`config.mk`:
```
export PLATFORM = sky130hd
export DESIGN_NAME = fetch_sequencer
export DESIGN_NICKNAME = d
export VERILOG_FILES = /design/src/rtl/spork_pkg.sv /design/src/rtl/pc_counter.sv /design/src/rtl/fetch_sequencer.sv
export SDC_FILE = /design/constraint.sdc
export NUM_CORES = 1
export LEC_CHECK = 0
export CORE_ASPECT_RATIO = 0.5
export CORE_MARGIN = 4
export CORE_UTILIZATION = 43
export CTS_CLUSTER_SIZE = 20
export DETAILED_ROUTE_END_ITERATION = 6
export GPL_TIMING_DRIVEN = 0
export PLACE_DENSITY_LB_ADDON = 0.15
export RECOVER_POWER = 100
export SETUP_SLACK_MARGIN = 0.15
export SYNTH_ARGS = -nofsm -noshare
export SYNTH_HDL_FRONTEND = slang
export SYNTH_SLANG_ARGS = --single-unit
```
`constraint.sdc`:
```
create_clock -name i_clk -period 1.7 [get_ports i_clk]
set_input_delay 0.34 -clock i_clk [delete_from_list [all_inputs] [get_ports i_clk]]
set_output_delay 0.34 -clock i_clk [all_outputs]
set_load 0.02 [all_outputs]
```
`src/rtl/spork_pkg.sv`:
```
// -----------------------------------------------------------------------------
// spork_pkg
//   Shared types and constants for the SPORK fetch front end.
//   - fetch_state_t : fetch sequencer states (IDLE, RUN, HALT)
//   - OPCODE_W / OP_MSB / OP_LSB : where the opcode sits in an instruction word
//   - HALT_OPCODE   : opcode that stops fetch
//   - DEFAULT_ADDR_W / DEFAULT_INST_W : default PC and instruction widths
//   - is_halt_opcode(), sat_inc16() : small helpers used by the sequencer
// -----------------------------------------------------------------------------
package spork_pkg;

    typedef enum logic [1:0] {
        IDLE = 2'd0,
        RUN  = 2'd1,
        HALT = 2'd2
    } fetch_state_t;

    localparam int OPCODE_W = 4;
    localparam int OP_MSB   = 8;
    localparam int OP_LSB   = 5;

    localparam logic [OPCODE_W-1:0] HALT_OPCODE = 4'hF;

    localparam int DEFAULT_ADDR_W = 8;
    localparam int DEFAULT_INST_W = 9;

    localparam int CYCLE_W = 16;

    // True when an opcode field matches the supplied halt opcode.
    function automatic logic is_halt_opcode(input logic [OPCODE_W-1:0] opcode,
                                            input logic [OPCODE_W-1:0] halt_op);
        return (opcode == halt_op);
    endfunction

    // Saturating increment: sticks at all-ones instead of wrapping to zero.
    function automatic logic [CYCLE_W-1:0] sat_inc16(input logic [CYCLE_W-1:0] value);
        return (value == {CYCLE_W{1'b1}}) ? value : value + CYCLE_W'(1);
    endfunction

endpackage

```
`src/rtl/pc_counter.sv`:
```
// -----------------------------------------------------------------------------
// pc_counter
//   Program-counter register. Load has priority over increment; with neither
//   asserted the value is held. Increment wraps modulo 2**ADDR_W.
// Ports
//   i_clk         in   1       clock, rising edge
//   i_rst_n       in   1       asynchronous active-low reset (pc <= RESET_VALUE)
//   i_load        in   1       load i_load_value this edge
//   i_load_value  in   ADDR_W  value to load
//   i_inc         in   1       increment this edge (ignored when i_load)
//   o_pc          out  ADDR_W  current program counter
// -----------------------------------------------------------------------------
module pc_counter #(
    parameter int                ADDR_W      = 8,
    parameter logic [ADDR_W-1:0] RESET_VALUE = '0
) (
    input  logic              i_clk,
    input  logic              i_rst_n,
    input  logic              i_load,
    input  logic [ADDR_W-1:0] i_load_value,
    input  logic              i_inc,
    output logic [ADDR_W-1:0] o_pc
);

    // NOTE: sequential state is written with non-blocking assignments so every
    // register samples pre-edge values, independent of block ordering.
    always_ff @(posedge i_clk or negedge i_rst_n) begin
        if (!i_rst_n) begin
            o_pc <= RESET_VALUE;
        end else if (i_load) begin
            o_pc <= i_load_value;
        end else if (i_inc) begin
            o_pc <= o_pc + ADDR_W'(1);
        end
    end

endmodule

```
`src/rtl/fetch_sequencer.sv`:
```
// -----------------------------------------------------------------------------
// fetch_sequencer
//   Program-counter and fetch controller for the SPORK core. Drives the address
//   of the combinational instruction ROM and registers each returned word with a
//   valid flag for decode. Handles start, stall, taken branches and halt.
// Ports
//   i_clk            in   1       clock, rising edge
//   i_rst_n          in   1       asynchronous active-low reset
//   i_start          in   1       begin fetch at START_ADDR (honoured in IDLE/HALT)
//   i_stall          in   1       decode not ready; freeze fetch state
//   i_branch_taken   in   1       redirect for the instruction on o_inst
//   i_branch_target  in   ADDR_W  absolute branch target
//   o_rom_addr       out  ADDR_W  ROM address (the pc register)
//   i_rom_value      in   INST_W  ROM data for o_rom_addr, same cycle
//   o_inst           out  INST_W  registered instruction
//   o_inst_valid     out  1       o_inst / o_pc hold a live instruction
//   o_pc             out  ADDR_W  address o_inst was fetched from
//   o_halted         out  1       sequencer is in HALT
//   o_cycle_count    out  16      RUN cycles since last start, saturating
// -----------------------------------------------------------------------------
module fetch_sequencer #(
    parameter int                ADDR_W      = spork_pkg::DEFAULT_ADDR_W,
    parameter int                INST_W      = spork_pkg::DEFAULT_INST_W,
    parameter logic [ADDR_W-1:0] START_ADDR  = '0,
    parameter logic [3:0]        HALT_OPCODE = spork_pkg::HALT_OPCODE
) (
    input  logic              i_clk,
    input  logic              i_rst_n,
    input  logic              i_start,
    input  logic              i_stall,
    input  logic              i_branch_taken,
    input  logic [ADDR_W-1:0] i_branch_target,
    output logic [ADDR_W-1:0] o_rom_addr,
    input  logic [INST_W-1:0] i_rom_value,
    output logic [INST_W-1:0] o_inst,
    output logic              o_inst_valid,
    output logic [ADDR_W-1:0] o_pc,
    output logic              o_halted,
    output logic [15:0]       o_cycle_count
);

    import spork_pkg::*;

    fetch_state_t      state;
    logic [ADDR_W-1:0] pc;

    logic              advance;      // RUN and decode ready this cycle
    logic              take_branch;  // redirect the live instruction
    logic              take_halt;    // live instruction is a halt word
    logic              do_capture;   // register the ROM word

    logic              pc_load;
    logic [ADDR_W-1:0] pc_load_value;
    logic              pc_inc;

    // Branch beats halt: a branch on the halt word's own valid cycle cancels it.
    // Both decisions look only at the live (valid) word, so a halt word fetched
    // in the squashed slot behind a branch is never seen here.
    assign advance     = (state == RUN) && !i_stall;
    assign take_branch = advance && o_inst_valid && i_branch_taken;
    assign take_halt   = advance && o_inst_valid && !i_branch_taken &&
                         is_halt_opcode(o_inst[OP_MSB:OP_LSB], HALT_OPCODE);
    assign do_capture  = advance && !take_branch && !take_halt;

    // NOTE: every always_comb output is given a default before the case so no
    // path leaves it unassigned, which would otherwise infer a latch.
    always_comb begin
        pc_load       = 1'b0;
        pc_load_value = START_ADDR;
        pc_inc        = 1'b0;
        unique case (state)
            IDLE, HALT: begin
                if (i_start) begin
                    pc_load = 1'b1;
                end
            end
            RUN: begin
                if (take_branch) begin
                    pc_load       = 1'b1;
                    pc_load_value = i_branch_target;
                end else if (do_capture) begin
                    pc_inc = 1'b1;
                end
            end
            default: begin
                pc_load = 1'b0;
            end
        endcase
    end

    pc_counter #(
        .ADDR_W      (ADDR_W),
        .RESET_VALUE (START_ADDR)
    ) u_pc_counter (
        .i_clk        (i_clk),
        .i_rst_n      (i_rst_n),
        .i_load       (pc_load),
        .i_load_value (pc_load_value),
        .i_inc        (pc_inc),
        .o_pc         (pc)
    );

    assign o_rom_addr = pc;

    // FSM, capture register and cycle counter. All outputs are registered here.
    // NOTE: the capture register is plain flops (not a memory), so it is reset
    // along with everything else and no stale word can appear valid after reset.
    always_ff @(posedge i_clk or negedge i_rst_n) begin
        if (!i_rst_n) begin
            state         <= IDLE;
            o_inst        <= '0;
            o_pc          <= '0;
            o_inst_valid  <= 1'b0;
            o_halted      <= 1'b0;
            o_cycle_count <= '0;
        end else begin
            unique case (state)
                IDLE, HALT: begin
                    if (i_start) begin
                        state         <= RUN;
                        o_inst_valid  <= 1'b0;
                        o_halted      <= 1'b0;
                        o_cycle_count <= '0;
                    end
                end
                RUN: begin
                    // Counts every RUN cycle, stalled or not.
                    o_cycle_count <= sat_inc16(o_cycle_count);
                    if (take_branch) begin
                        // Same-cycle ROM word is the wrong path: drop it.
                        o_inst_valid <= 1'b0;
                    end else if (take_halt) begin
                        state        <= HALT;
                        o_inst_valid <= 1'b0;
                        o_halted     <= 1'b1;
                    end else if (do_capture) begin
                        o_inst       <= i_rom_value;
                        o_pc         <= pc;
                        o_inst_valid <= 1'b1;
                    end
                end
                default: begin
                    state        <= IDLE;
                    o_inst_valid <= 1'b0;
                    o_halted     <= 1'b0;
                end
            endcase
        end
    end

endmodule

```
==> metrics.yaml <==
synthesis:
  ys_async_sr_fraction: 1.00
  yosys.area.top_type_share: 0.498
  synth_top_cells_by_count: "sky130_fd_sc_hd__nand2_1, sky130_fd_sc_hd__dfrtp_1, sky130_fd_sc_hd__nor2_1, sky130_fd_sc_hd__o21ai_0, sky130_fd_sc_hd__nand3_1"
  number_of_library_cell_types_mapped_by_synthesis: 48
  synth_area_per_cell_um2: 9.71
  synth-seq-area-share: 0.498
  synth-main-ff-cell: "sky130_fd_sc_hd__dfrtp_1"
  synth-warning-count: 0
  synth_area_mm2: 0.00226
  syn-instance-count: 233
  synth_nets: 257
  number_of_enable_type_register_cells_in_the_synthesized_netlist: 0
  ys_ff_latch: 45
  yosysMostFrequentCell: "sky130_fd_sc_hd__nand2_1"
  yosysTopAreaCell: "sky130_fd_sc_hd__dfrtp_1"
  synth.top_cells.by_area: "sky130_fd_sc_hd__dfrtp_1, sky130_fd_sc_hd__nand2_1, sky130_fd_sc_hd__mux2_2"
route:
  drt_first_pass_iters: 4
  detail_route.wirelength_mm: 6.91
  drc: 0
  routed_length_per_placed_instance_um: 16.5
  detail_route.vias_per_cell: 5.45
  route.vias.total: 2289
  drt.antenna.violating_nets: 0
  detail_route.iter0.violations: 79
clock_network:
  ctsRootBufferMaster: "sky130_fd_sc_hd__clkbuf_8"
  clkLatencyLatePin_ns: 0.30
  cts_made_buffers: 5
  cts_tree: "done"
  path_clk_slew_ns: 0.09
  h-tree-depth: 2
  clock_sink_count: 45
  clock_tree.buffer_depth: 2
timing:
  fin_ws_ns: -0.0736
  timing.fmax_mhz: 564
  setup_viol_count_final: 19
  worstMarginPinSlew_ns: 0.926
  max_slew_margin: 0.383
  layout_min_cycle_time_ns: 1.77
  finalCritPeriodShare: 1.04
  finalClockSkew_ns: 0.00955
  timing_hold_violations_final: 0
  finalMaxSlewViolations: 0
  grt_setup_unrepaired: "true"
global_routing:
  grt_pass1_wl_mm: 10.9
  largest_net_degree_at_the_start_of_global_routing: 30
  first_global_vias: 2278
  aggregate_global_route_resource_usage: 0.206
  globalRoute.totalOverflow: 0
  antenna_found_initial: 0
critical_path:
  timing_worst_setup_path_type: "reg -> reg"
  crit_required_ns: 1.89
  startpoint_class: "register"
  critical_path.max_fanout: 6
  cp.arrival_ns: 1.97
  worstSetupEndpointType: "register"
floorplan:
  die_w_um: 111
  floorplan.io_pins: 65
  core_area_mm2: 0.00500
  rows: 18
  die_area_mm2: 0.00656
  die-height_um: 59.3
  initial_core_util: 0.452
place:
  portBuffers: 64
  dp_slack_ns: -0.541
  gp_congestion: 0.801
  dpl.hpwl_mm: 4.20
finish:
  num_antenna_cells: 0
  synthToLayoutAreaGrowth_pct: 68.7
  fillers: 361
  fin_nets: 373
  layout_cell_share_with_drive_strength_beyond_1: 0.371
power:
  p_total_mw: 5.06
  max-vdd-ir-drop_mv: 0.783
  cellLeakagePower_nw: 1.79
  power-per-cell-area_mw_per_mm2: 1330
run_status:
  outcome: "finished with violations"
  failing_checks: "setup timing"
min_path:
  min_path_type: "reg -> reg"
run:
  drv_cap: 0
state kept, by name, summed over array words and instances, names as in the netlist:
name and cells:
o_inst_valid 1, o_cycle_count 16, o_halted 1, u_pc_counter.o_pc 8
state 2, o_pc 8, o_inst 9
timing repair:
action | CTS | global route
pin swaps | 17 | 34
hold endpoints to repair | 16 | 0
cloned | 1 | 1
setup buffers | 35 | 6
hold buffers | 1 | 0
setup endpoints to repair | 84 | 51
gates resized for setup | 85 | 52
critical path: stages, from the launching register on:
cell,delay (ns)
sky130_fd_sc_hd__dfrtp_2,0.40
sky130_fd_sc_hd__nand4_4,0.13
sky130_fd_sc_hd__or4_4,0.53
sky130_fd_sc_hd__buf_6,0.15
sky130_fd_sc_hd__or2_4,0.25
sky130_fd_sc_hd__a32o_1,0.22
stage by stage:
stage	hold WS, ns	cells	util	area (um2)	setup TNS (ns)
after floorplan	0.0444	233	-	2360	-0.507
after global placement	0.457	367	0.617	3080	-59.59
after detailed placement	0.291	368	0.620	3100	-16.50
after CTS	0.481	413	0.720	3600	-0.844
after global routing	0.510	420	0.764	3820	-2.17
final	0.486	420	0.764	3820	-0.666
power by group:
part | switching, mW | total [mW] | internal (mW)
Combinational | 1.37 | 2.61 | 1.24
Sequential | 0.331 | 1.72 | 1.39
Clock | 0.360 | 0.728 | 0.368
Total | 2.06 | 5.06 | 3.00
cell families (layout without fill, tap and decap cells):
| logic type | count (synthesis) | after routing | synth area share |
|---|---|---|---|
| AO/OA/AOI/OAI | 52 | 52 | 0.165 |
| flip-flops | 45 | 45 | 0.498 |
| buffers and inverters | 10 | 127 | 0.0177 |
| AND/OR/NAND/NOR | 108 | 108 | 0.235 |
| adder cells (fa/ha/maj) | 2 | 2 | 0.0111 |
| XOR/XNOR | 2 | 2 | 0.00774 |
| multiplexers | 14 | 14 | 0.0658 |
final timing paths:
check	from	endpoint	slack [ns]	cells past startpoint
max	o_cycle_count[5]	o_cycle_count[1]	-0.07	5
min	o_pc[5]	o_pc[5]	0.49	2
max reg2reg	o_cycle_count[5]	o_cycle_count[1]	-0.07	5
min reg2reg	o_pc[5]	o_pc[5]	0.49	2
max in group asynchronous	i_rst_n	o_cycle_count[15]	0.21	3
min in group asynchronous	i_rst_n	o_inst[0]	0.70	2
layout by cell type, fill, tap and decap left out, types with 3 or more instances in the layout:
cell	Yosys	final
sky130_fd_sc_hd__nand2_2	0	8
sky130_fd_sc_hd__clkbuf_1	5	3
sky130_fd_sc_hd__nand3_2	0	3
sky130_fd_sc_hd__mux2i_1	7	7
sky130_fd_sc_hd__o2111ai_2	0	3
sky130_fd_sc_hd__mux2_2	7	7
sky130_fd_sc_hd__buf_4	0	31
sky130_fd_sc_hd__nor3_1	4	3
sky130_fd_sc_hd__nand2b_1	6	5
sky130_fd_sc_hd__nand2_1	51	39
sky130_fd_sc_hd__o21ai_0	13	7
sky130_fd_sc_hd__a41o_1	3	3
sky130_fd_sc_hd__dfrtp_2	0	15
sky130_fd_sc_hd__nand2_4	0	4
sky130_fd_sc_hd__or4_4	1	3
sky130_fd_sc_hd__nor2_1	13	12
sky130_fd_sc_hd__clkbuf_8	0	8
sky130_fd_sc_hd__clkdlybuf4s25_1	0	7
sky130_fd_sc_hd__o21ai_1	0	4
sky130_fd_sc_hd__nand3_1	9	6
sky130_fd_sc_hd__dfrtp_1	45	30
sky130_fd_sc_hd__and3_1	4	4
sky130_fd_sc_hd__buf_6	0	14
sky130_fd_sc_hd__dlygate4sd2_1	0	35
sky130_fd_sc_hd__a31oi_1	8	6
sky130_fd_sc_hd__clkdlybuf4s50_1	0	19
metal layers:
| metal | global-route usage | routed length (um) | part of all wire | up-vias |
|---|---|---|---|---|
| met3 | 0.0612 | 408 | 0.059 | 9 |
| met4 | 0.0491 | 70 | 0.010 | 0 |
| met2 | 0.372 | 3510 | 0.51 | 60 |
| met1 | 0.248 | 2920 | 0.42 | 1130 |
| li1 | - | - | - | 1090 |
| met5 | 0 | 0 | 0 | - |
cell type report:
cell class | instances | area [um2] | area share
multi-input combinational | 178 | 1400 | 0.366
sequential | 45 | 1140 | 0.300
timing repair buffer | 109 | 983 | 0.258
clock buffer | 7 | 96.3 | 0.0252
buffer | 8 | 96.3 | 0.0252
tap | 70 | 87.6 | 0.0229
inverter | 2 | 7.51 | 0.00197
clock inverter | 1 | 5.00 | 0.00131
No activity file was read; power rests on OpenSTA's default activity.
